$ cat config.mk
export PLATFORM = sky130hd
export DESIGN_NAME = div_unit_flat
export DESIGN_NICKNAME = d
export VERILOG_FILES = /design/src/rtl/div_if.sv /design/src/rtl/div_unit.sv /design/src/flat_wrapper.sv
export SDC_FILE = /design/constraint.sdc
export NUM_CORES = 1
export LEC_CHECK = 0
export CAP_MARGIN = 10
export CORE_MARGIN = 5
export CORE_UTILIZATION = 43
export DETAILED_ROUTE_END_ITERATION = 16
export GPL_TIMING_DRIVEN = 0
export SKIP_LAST_GASP = 1
export SYNTH_ARGS = -nofsm -noshare
export SYNTH_HDL_FRONTEND = slang
export SYNTH_SLANG_ARGS = --single-unit
$ cat constraint.sdc
create_clock -name clk -period 30.5 [get_ports clk]
set_input_delay 7.625 -clock clk [delete_from_list [all_inputs] [get_ports clk]]
set_output_delay 7.625 -clock clk [all_outputs]
set_load 0.005 [all_outputs]
$ cat src/rtl/div_if.sv
// Handshake bundle between the EX stage and the iterative divider.
//
// Handshake: EX raises `start` (with `is_sign`, `a`, `b`) and holds it until it
// sees `done`. `busy` is high from the cycle `start` is first seen in IDLE until
// the cycle before `done`. `done` is a one-cycle pulse during which `hi`/`lo`
// carry the new result. `cancel` aborts any operation in progress and suppresses
// acceptance of a request in the same cycle.
interface div_if #(parameter int WIDTH = 32);
  logic             start;
  logic             is_sign;
  logic [WIDTH-1:0] a;
  logic [WIDTH-1:0] b;
  logic             cancel;
  logic             busy;
  logic             done;
  logic [WIDTH-1:0] hi;
  logic [WIDTH-1:0] lo;
  logic [1:0]       dbg_state;

  modport master (
    output start, is_sign, a, b, cancel,
    input  busy, done, hi, lo, dbg_state
  );

  modport slave (
    input  start, is_sign, a, b, cancel,
    output busy, done, hi, lo, dbg_state
  );
endinterface

$ cat src/rtl/div_unit.sv
// Iterative radix-2 restoring divider for DIV/DIVU. Works on magnitudes and
// sign-corrects the quotient/remainder on the final step, so the result is
// registered and ready in the single DONE cycle.
module div_unit #(
  parameter int WIDTH = 32
) (
  input  logic   clk,
  input  logic   rst,
  div_if.slave   dbus
);

  localparam logic [1:0] S_IDLE = 2'd0;
  localparam logic [1:0] S_BUSY = 2'd1;
  localparam logic [1:0] S_DONE = 2'd2;

  logic [1:0]       state;
  logic [4:0]       cnt;
  logic [WIDTH-1:0] dvd;      // dividend magnitude, quotient bits shift in at the LSB
  logic [WIDTH-1:0] rem;      // partial remainder
  logic [WIDTH-1:0] dsr;      // divisor magnitude
  logic             sa;
  logic             sb;
  logic [WIDTH-1:0] hi_q;
  logic [WIDTH-1:0] lo_q;

  logic             accept;
  logic             a_neg;
  logic             b_neg;
  logic [WIDTH-1:0] a_mag;
  logic [WIDTH-1:0] b_mag;
  logic [WIDTH:0]   rem_sh;
  logic [WIDTH:0]   diff;
  logic             q_bit;
  logic [WIDTH-1:0] rem_nx;
  logic [WIDTH-1:0] quo_nx;
  logic             last_step;

  // Request acceptance, operand magnitudes and one restoring step.
  // The shifted remainder keeps its carry bit so divisors above 2^(WIDTH-1)
  // compare correctly; a borrow out of the subtract means "does not fit".
  always_comb begin
    accept    = (state == S_IDLE) & dbus.start & ~dbus.cancel & ~rst;
    a_neg     = dbus.is_sign & dbus.a[WIDTH-1];
    b_neg     = dbus.is_sign & dbus.b[WIDTH-1];
    a_mag     = a_neg ? ({WIDTH{1'b0}} - dbus.a) : dbus.a;
    b_mag     = b_neg ? ({WIDTH{1'b0}} - dbus.b) : dbus.b;
    rem_sh    = {rem, dvd[WIDTH-1]};
    diff      = rem_sh - {1'b0, dsr};
    q_bit     = ~diff[WIDTH];
    rem_nx    = q_bit ? diff[WIDTH-1:0] : rem_sh[WIDTH-1:0];
    quo_nx    = {dvd[WIDTH-2:0], q_bit};
    last_step = (cnt == 5'(WIDTH - 1));
  end

  // Output decode: busy covers the accepting IDLE cycle so EX stalls at once.
  always_comb begin
    dbus.busy      = (state == S_BUSY) | accept;
    dbus.done      = (state == S_DONE);
    dbus.hi        = hi_q;
    dbus.lo        = lo_q;
    dbus.dbg_state = state;
  end

  // Control FSM and datapath registers.
  always_ff @(posedge clk or posedge rst) begin
    if (rst) begin
      state <= S_IDLE;
      cnt   <= 5'd0;
      dvd   <= '0;
      rem   <= '0;
      dsr   <= '0;
      sa    <= 1'b0;
      sb    <= 1'b0;
      hi_q  <= '0;
      lo_q  <= '0;
    end else begin
      case (state)
        S_IDLE: begin
          if (accept) begin
            dvd   <= a_mag;
            dsr   <= b_mag;
            sa    <= a_neg;
            sb    <= b_neg;
            rem   <= '0;
            cnt   <= 5'd0;
            state <= S_BUSY;
          end
        end
        S_BUSY: begin
          if (dbus.cancel) begin
            state <= S_IDLE;
          end else begin
            rem <= rem_nx;
            dvd <= quo_nx;
            cnt <= cnt + 5'd1;
            if (last_step) begin
              lo_q  <= (sa ^ sb) ? ({WIDTH{1'b0}} - quo_nx) : quo_nx;
              hi_q  <= sa ? ({WIDTH{1'b0}} - rem_nx) : rem_nx;
              state <= S_DONE;
            end
          end
        end
        S_DONE: begin
          state <= S_IDLE;
        end
        default: begin
          state <= S_IDLE;
        end
      endcase
    end
  end

endmodule

$ cat src/flat_wrapper.sv
// flat-port wrapper written by rule: the top's interface ports become plain ports
module div_unit_flat 
#(
  parameter int WIDTH = 32
)
  (clk, rst, dbus_start, dbus_is_sign, dbus_a, dbus_b, dbus_cancel, dbus_busy, dbus_done, dbus_hi, dbus_lo, dbus_dbg_state);
  div_if #(.WIDTH(WIDTH)) dbus_i ();
  input  logic clk;
  input  logic rst;
  input wire logic [$bits(dbus_i.start)-1:0] dbus_start;
  input wire logic [$bits(dbus_i.is_sign)-1:0] dbus_is_sign;
  input wire logic [$bits(dbus_i.a)-1:0] dbus_a;
  input wire logic [$bits(dbus_i.b)-1:0] dbus_b;
  input wire logic [$bits(dbus_i.cancel)-1:0] dbus_cancel;
  output wire logic [$bits(dbus_i.busy)-1:0] dbus_busy;
  output wire logic [$bits(dbus_i.done)-1:0] dbus_done;
  output wire logic [$bits(dbus_i.hi)-1:0] dbus_hi;
  output wire logic [$bits(dbus_i.lo)-1:0] dbus_lo;
  output wire logic [$bits(dbus_i.dbg_state)-1:0] dbus_dbg_state;
  assign dbus_i.start = dbus_start;
  assign dbus_i.is_sign = dbus_is_sign;
  assign dbus_i.a = dbus_a;
  assign dbus_i.b = dbus_b;
  assign dbus_i.cancel = dbus_cancel;
  assign dbus_busy = dbus_i.busy;
  assign dbus_done = dbus_i.done;
  assign dbus_hi = dbus_i.hi;
  assign dbus_lo = dbus_i.lo;
  assign dbus_dbg_state = dbus_i.dbg_state;
  div_unit #(.WIDTH(WIDTH)) u_core (.clk(clk), .rst(rst), .dbus(dbus_i));
endmodule
# Word-level counts from Yosys, hierarchy flattened
# Index checks and enable logic that the tools add are counted.
dict set report word_totals {
  ff_bits 169
  inputBits 69
  out_inout_bits 68
  wordCells 55
}
dict set report classes {
  n_addsub 6
  n_eq_ne 6
  n_mux 18
  bitwise 10
  reduce_logical 6
}
# operator count
set op_table {}
lappend op_table {{32-bit 2-to-1 mux} 9}
lappend op_table {{32-bit one-hot mux with 2 select lines} 2}
lappend op_table {{1-bit by 32-bit subtractor with 32-bit output (first input constant)} 4}
lappend op_table {{33-bit by 32-bit subtractor with 33-bit output} 1}
lappend op_table {{5-bit 2-to-1 mux} 2}
lappend op_table {{5-bit one-hot mux with 2 select lines} 1}
lappend op_table {{2-bit 2-to-1 mux} 3}
lappend op_table {{3-bit AND reduction} 2}
lappend op_table {{5-bit by 1-bit adder with 5-bit output (second input constant)} 1}
lappend op_table {{1-bit bitwise AND} 5}
lappend op_table {{5-bit equality test (second input constant)} 1}
lappend op_table {{2-bit one-hot mux with 2 select lines} 1}
lappend op_table {{2-bit AND reduction} 2}
lappend op_table {{3-bit by 2-bit != test with 1-bit output (second input constant)} 1}
lappend op_table {{1-bit inverter} 3}
lappend op_table {{2-bit by 1-bit equality test with 1-bit output (second input constant)} 1}
lappend op_table {{2-bit equality test (second input constant)} 1}
lappend op_table {{2-bit zero test} 1}
lappend op_table {{2-bit by 1-bit != test with 1-bit output (second input constant)} 1}
lappend op_table {{2-bit != test (second input constant)} 1}
lappend op_table {{2-bit nonzero test} 1}
lappend op_table {{1-bit bitwise OR} 1}
lappend op_table {{1-bit bitwise XOR} 1}

# Depth between registers and ports, before layout
dict set report logic_depth {
  ltp_word 6
  depth_mapped 23
  ltp_nobuf 19
}

# Worst setup path before layout
# No wires, ideal clock.
dict set report synth_path {
  kind {input -> output}
  from {input rst}
  to {output dbus_busy}
  arrival_time_ns 12.510
  t_required_ns 22.875
  slack_ns 10.365
  path_stages 7
  path_buffers 3
  path_cell_list {inv_1 > nand2_1 > or4_1 > clkbuf_1 > clkbuf_1 > clkbuf_1 > nand2_1}
}
dict set report synth_via {
  elab_chain_len 3
}
# element line_no
set synth_lines {}
lappend synth_lines {{start: declaration} flat_wrapper.sv:9} ;# input logic rst;
lappend synth_lines {{1-bit inverter} div_unit.sv:42} ;# accept = (state == S_IDLE) & dbus.start & ~dbus.cancel & ~rst;
lappend synth_lines {{1-bit bitwise AND} div_unit.sv:42}
lappend synth_lines {{1-bit bitwise OR} div_unit.sv:57} ;# dbus.busy = (state == S_BUSY) | accept;
lappend synth_lines {{end: declaration} flat_wrapper.sv:15} ;# output wire logic [$bits(dbus_i.busy)-1:0] dbus_busy;
# No other way between the ends.

# Worst setup path after layout
# Ends and elaborated chain as after synthesis.

==> out/metrics.yaml <==
outcome:
  status: "finished clean"
pwr:
  cellLeakagePower_nw: 6.06
  peakVddDrop_mv: 0.0435
  power_density_nw_per_um2: 51.5
logic_synthesis:
  synth-seq-cells: 169
  synthesis.area_um2: 12000
  main_combinational_cell_family_by_area_after_synthesis: "compound AO/OA/AOI/OAI gates"
  synth_cell_type_count: 75
  ys_seq_area_frac: 0.353
  synth-simple-area-share: 0.206
  synth_top_cell_area_share: 0.353
  muxShareOfSynthArea: 0.0228
  yosys.area_share.adder: 0.0414
  synth_compound_area_frac: 0.229
  synthArstFlopShare: 1.00
  synth_edf_count: 0
  yosysTopAreaCell: "sky130_fd_sc_hd__dfrtp_1"
  dominantRegCellSynth: "sky130_fd_sc_hd__dfrtp_1"
  synth_area_leaders: "sky130_fd_sc_hd__dfrtp_1 (35%), sky130_fd_sc_hd__o21ai_0 (9.2%), sky130_fd_sc_hd__nand2_1 (6.3%)"
  yosysWarnings: 0
  postSynthNetCount: 1605
  syn_inst: 1497
  synthXorXnorAreaFrac: 0.102
  syn_area_per_cell_um2: 7.99
layout:
  final_cell_mix: "sky130_fd_sc_hd__o21ai_0 (220), sky130_fd_sc_hd__nand2_1 (201), sky130_fd_sc_hd__dfrtp_1 (169), sky130_fd_sc_hd__clkdlybuf4s50_1 (136), sky130_fd_sc_hd__a21oi_1 (108)"
  share_of_layout_cells_above_drive_strength_1: 0.0390
  finalCoreUtilization: 0.521
  n_fill_cell: 2781
  num_antenna_cells: 0
  layout_commonest_cell: "sky130_fd_sc_hd__o21ai_0"
  area_delta_synth_final_pct: 20.4
  final_nets: 1761
timing:
  rsz0062_at_grt: "false"
  setup_viol_count_final: 0
  finalHoldViolations: 0
  slew_headroom: 0.343
  setup-tns-final_ps: 0
  hold-worst-slack_ps: 476
  maxClockFrequency_ghz: 0.0530
  slew_violations: 0
  layout_min_cycle_time_ps: 18880
  finClkSkew_ps: 8.27
  worstMarginPinSlew_ps: 973
  portion_of_the_clock_cycle_consumed_by_the_worst_path_in_the_final_layout: 0.619
global_route:
  number_of_global_route_vias_before_repair: 10945
  globalRouteTotalUtil: 0.244
  global_route.overflow_total: 0
  grt_max_degree: 128
  antenna_found_initial: 0
  global_route_wire_length_before_repair_mm: 61.0
die:
  initial_core_util: 0.433
  core_um2: 27600
  io-pin-count: 137
  die_x_um: 177
  rows: 61
  die_area_um2: 31300
  vertical_extent_of_the_die_um: 177
detailed_routing:
  route.final.wire_length_mm: 38.7
  drc: 0
  viasPerCell: 5.66
  detail-route-antenna-nets: 0
  first_pass_iters: 5
  post_drt_wl_per_cell_um: 18.9
  num_vias: 11565
  drt-initial-drc-count: 900
clock_network:
  cts_buffers: 17
  cts_num_sinks: 169
  master_cell_of_the_clock_root_buffer: "sky130_fd_sc_hd__clkbuf_16"
  clock_tree.buffer_depth: 2
  h-tree-depth: 4
  cts_hold_buf: 0
  clk_pin_slew_worst_paths_ps: 70
  tritoncts: "done"
  cts_resized: 0
  cts_setup_buffers: 0
  clock_latency_ps: 440
worst_setup_path:
  cp_data_arrival_time_ps: 11260
  critical_path_start_end_classification: "in2out"
  buf_inv_on_cp: 7
  cp.required_ps: 22880
  critical_path.endpoint_type: "primary output"
  critical_path.max_stage_delay_ps: 520
  crit_path_start_kind: "primary input"
  crit_path_frequent_cell: "sky130_fd_sc_hd__clkbuf_1"
  crit_fanout: 127
  critical-path-slowest-cell: "sky130_fd_sc_hd__clkdlybuf4s50_1"
  timing.critical_path.cells: "clkdlybuf4s50_1 > inv_8 > buf_16 > nand2_1 > or4_1 > clkbuf_1 > clkbuf_1 > clkbuf_1 > nand2_1 > clkdlybuf4s50_1"
  crit_cells: 10
  r2r.worst_path.cells: 21
  crit_family: "buffers and inverters"
hold_path:
  timing.hold.worst_path_depth: 2
  min_path_type: "reg2reg"
flow_run:
  max_cap_viol_count: 0
place:
  place.gp.congestion: 0.941
  port_buffers: 136
  placed_wire_length_estimate_after_detailed_placement_mm: 30.1
==> cell type report <==
cell class / instances / area (µm²) / share of cell area
Multi-Input combinational cell: 1188 / 7190 / 0.499
Sequential cell: 169 / 4230 / 0.294
Timing Repair Buffer: 137 / 1390 / 0.0964
Tap cell: 378 / 473 / 0.0328
Clock buffer: 18 / 439 / 0.0305
Buffer: 83 / 329 / 0.0228
Inverter: 57 / 224 / 0.0155
Clock inverter: 14 / 129 / 0.00895
==> worst reg2reg max path, cell delays in order, from the launching register on <==
cell	delay, ps
sky130_fd_sc_hd__dfrtp_1	440
sky130_fd_sc_hd__ha_1	260
sky130_fd_sc_hd__fa_1	440
sky130_fd_sc_hd__nand2b_1	220
sky130_fd_sc_hd__a21oi_1	380
sky130_fd_sc_hd__o21ai_2	190
sky130_fd_sc_hd__a2111oi_4	370
sky130_fd_sc_hd__o22ai_2	290
sky130_fd_sc_hd__nor2_8	280
sky130_fd_sc_hd__buf_2	300
sky130_fd_sc_hd__buf_2	330
sky130_fd_sc_hd__buf_1	600
sky130_fd_sc_hd__nand2_1	100
sky130_fd_sc_hd__o21ai_0	210
sky130_fd_sc_hd__ha_1	300
sky130_fd_sc_hd__or4b_1	520
sky130_fd_sc_hd__nor4_1	230
sky130_fd_sc_hd__and4b_1	260
sky130_fd_sc_hd__o221ai_1	190
sky130_fd_sc_hd__o31ai_1	350
sky130_fd_sc_hd__xor2_1	270
sky130_fd_sc_hd__o21ai_0	110
==> power breakdown <==
group	internal, mW	switching, mW	leakage, nW
clock	0.110	0.106	0.286
combinational	0.0948	0.153	3.51
sequential	0.247	0.0310	2.26
total	0.452	0.290	6.06
==> final timing paths <==
check	startpoint	endpoint	slack [ps]
max	rst	dbus_busy	11620
min	u_core.dbus.hi[14]	u_core.dbus.hi[14]	480
max reg2reg	u_core.dsr[0]	u_core.dbus.hi[30]	23740
min reg2reg	u_core.dbus.hi[14]	u_core.dbus.hi[14]	480
max in group asynchronous	rst	u_core.dsr[18]	22000
min in group asynchronous	rst	u_core.dbus.lo[9]	7560
==> cell families after synthesis <==
logic type      after synthesis
fa+ha+maj                    39
simple gates                516
xor+xnor                    139
mux                          27
compound gates              467
buf+inv                     140
flops                       169
==> layer usage <==
layer,track usage,vias up,wire (µm)
met2,0.355,427,16100
met3,0.0327,31,2660
li1,-,5621,-
met4,0.0503,0,489
met5,0,-,0
met1,0.386,5486,19400
==> synth_stat cells, types with 18 or more instances <==
cell type / number
sky130_fd_sc_hd__xnor2_1: 69
sky130_fd_sc_hd__nor4_1: 18
sky130_fd_sc_hd__mux2i_1: 25
sky130_fd_sc_hd__a21oi_1: 108
sky130_fd_sc_hd__dfrtp_1: 169
sky130_fd_sc_hd__or3_1: 29
sky130_fd_sc_hd__o31ai_1: 26
sky130_fd_sc_hd__nor2_1: 94
sky130_fd_sc_hd__clkbuf_1: 66
sky130_fd_sc_hd__ha_1: 38
sky130_fd_sc_hd__nor3_1: 39
sky130_fd_sc_hd__nand2_1: 201
sky130_fd_sc_hd__nand3_1: 44
sky130_fd_sc_hd__o21ai_0: 220
sky130_fd_sc_hd__nand2b_1: 18
sky130_fd_sc_hd__xor2_1: 70
sky130_fd_sc_hd__inv_1: 56
==> state kept, by name, indices dropped and copies added (netlist names), 2 cells and up <==
signal                 flops
u_core.rem                32
u_core.dbus.dbg_state      2
u_core.dbus.lo            32
u_core.dbus.hi            32
u_core.cnt                 5
u_core.dsr                32
u_core.dvd                32
==> metrics by stage <==
step                instance area [µm²]  std cells  total power [mW]  setup slack [ps]
detailed placement                13800       2012             0.524             11630
global route                      14400       2044             0.786             11360
floorplan                         12000       1497             0.446             10370
CTS                               14400       2044             0.740             11610
finish                            14400       2044             0.742             11620
global placement                  13800       2011             0.521              7270
(Power assumes the default switching activity.)
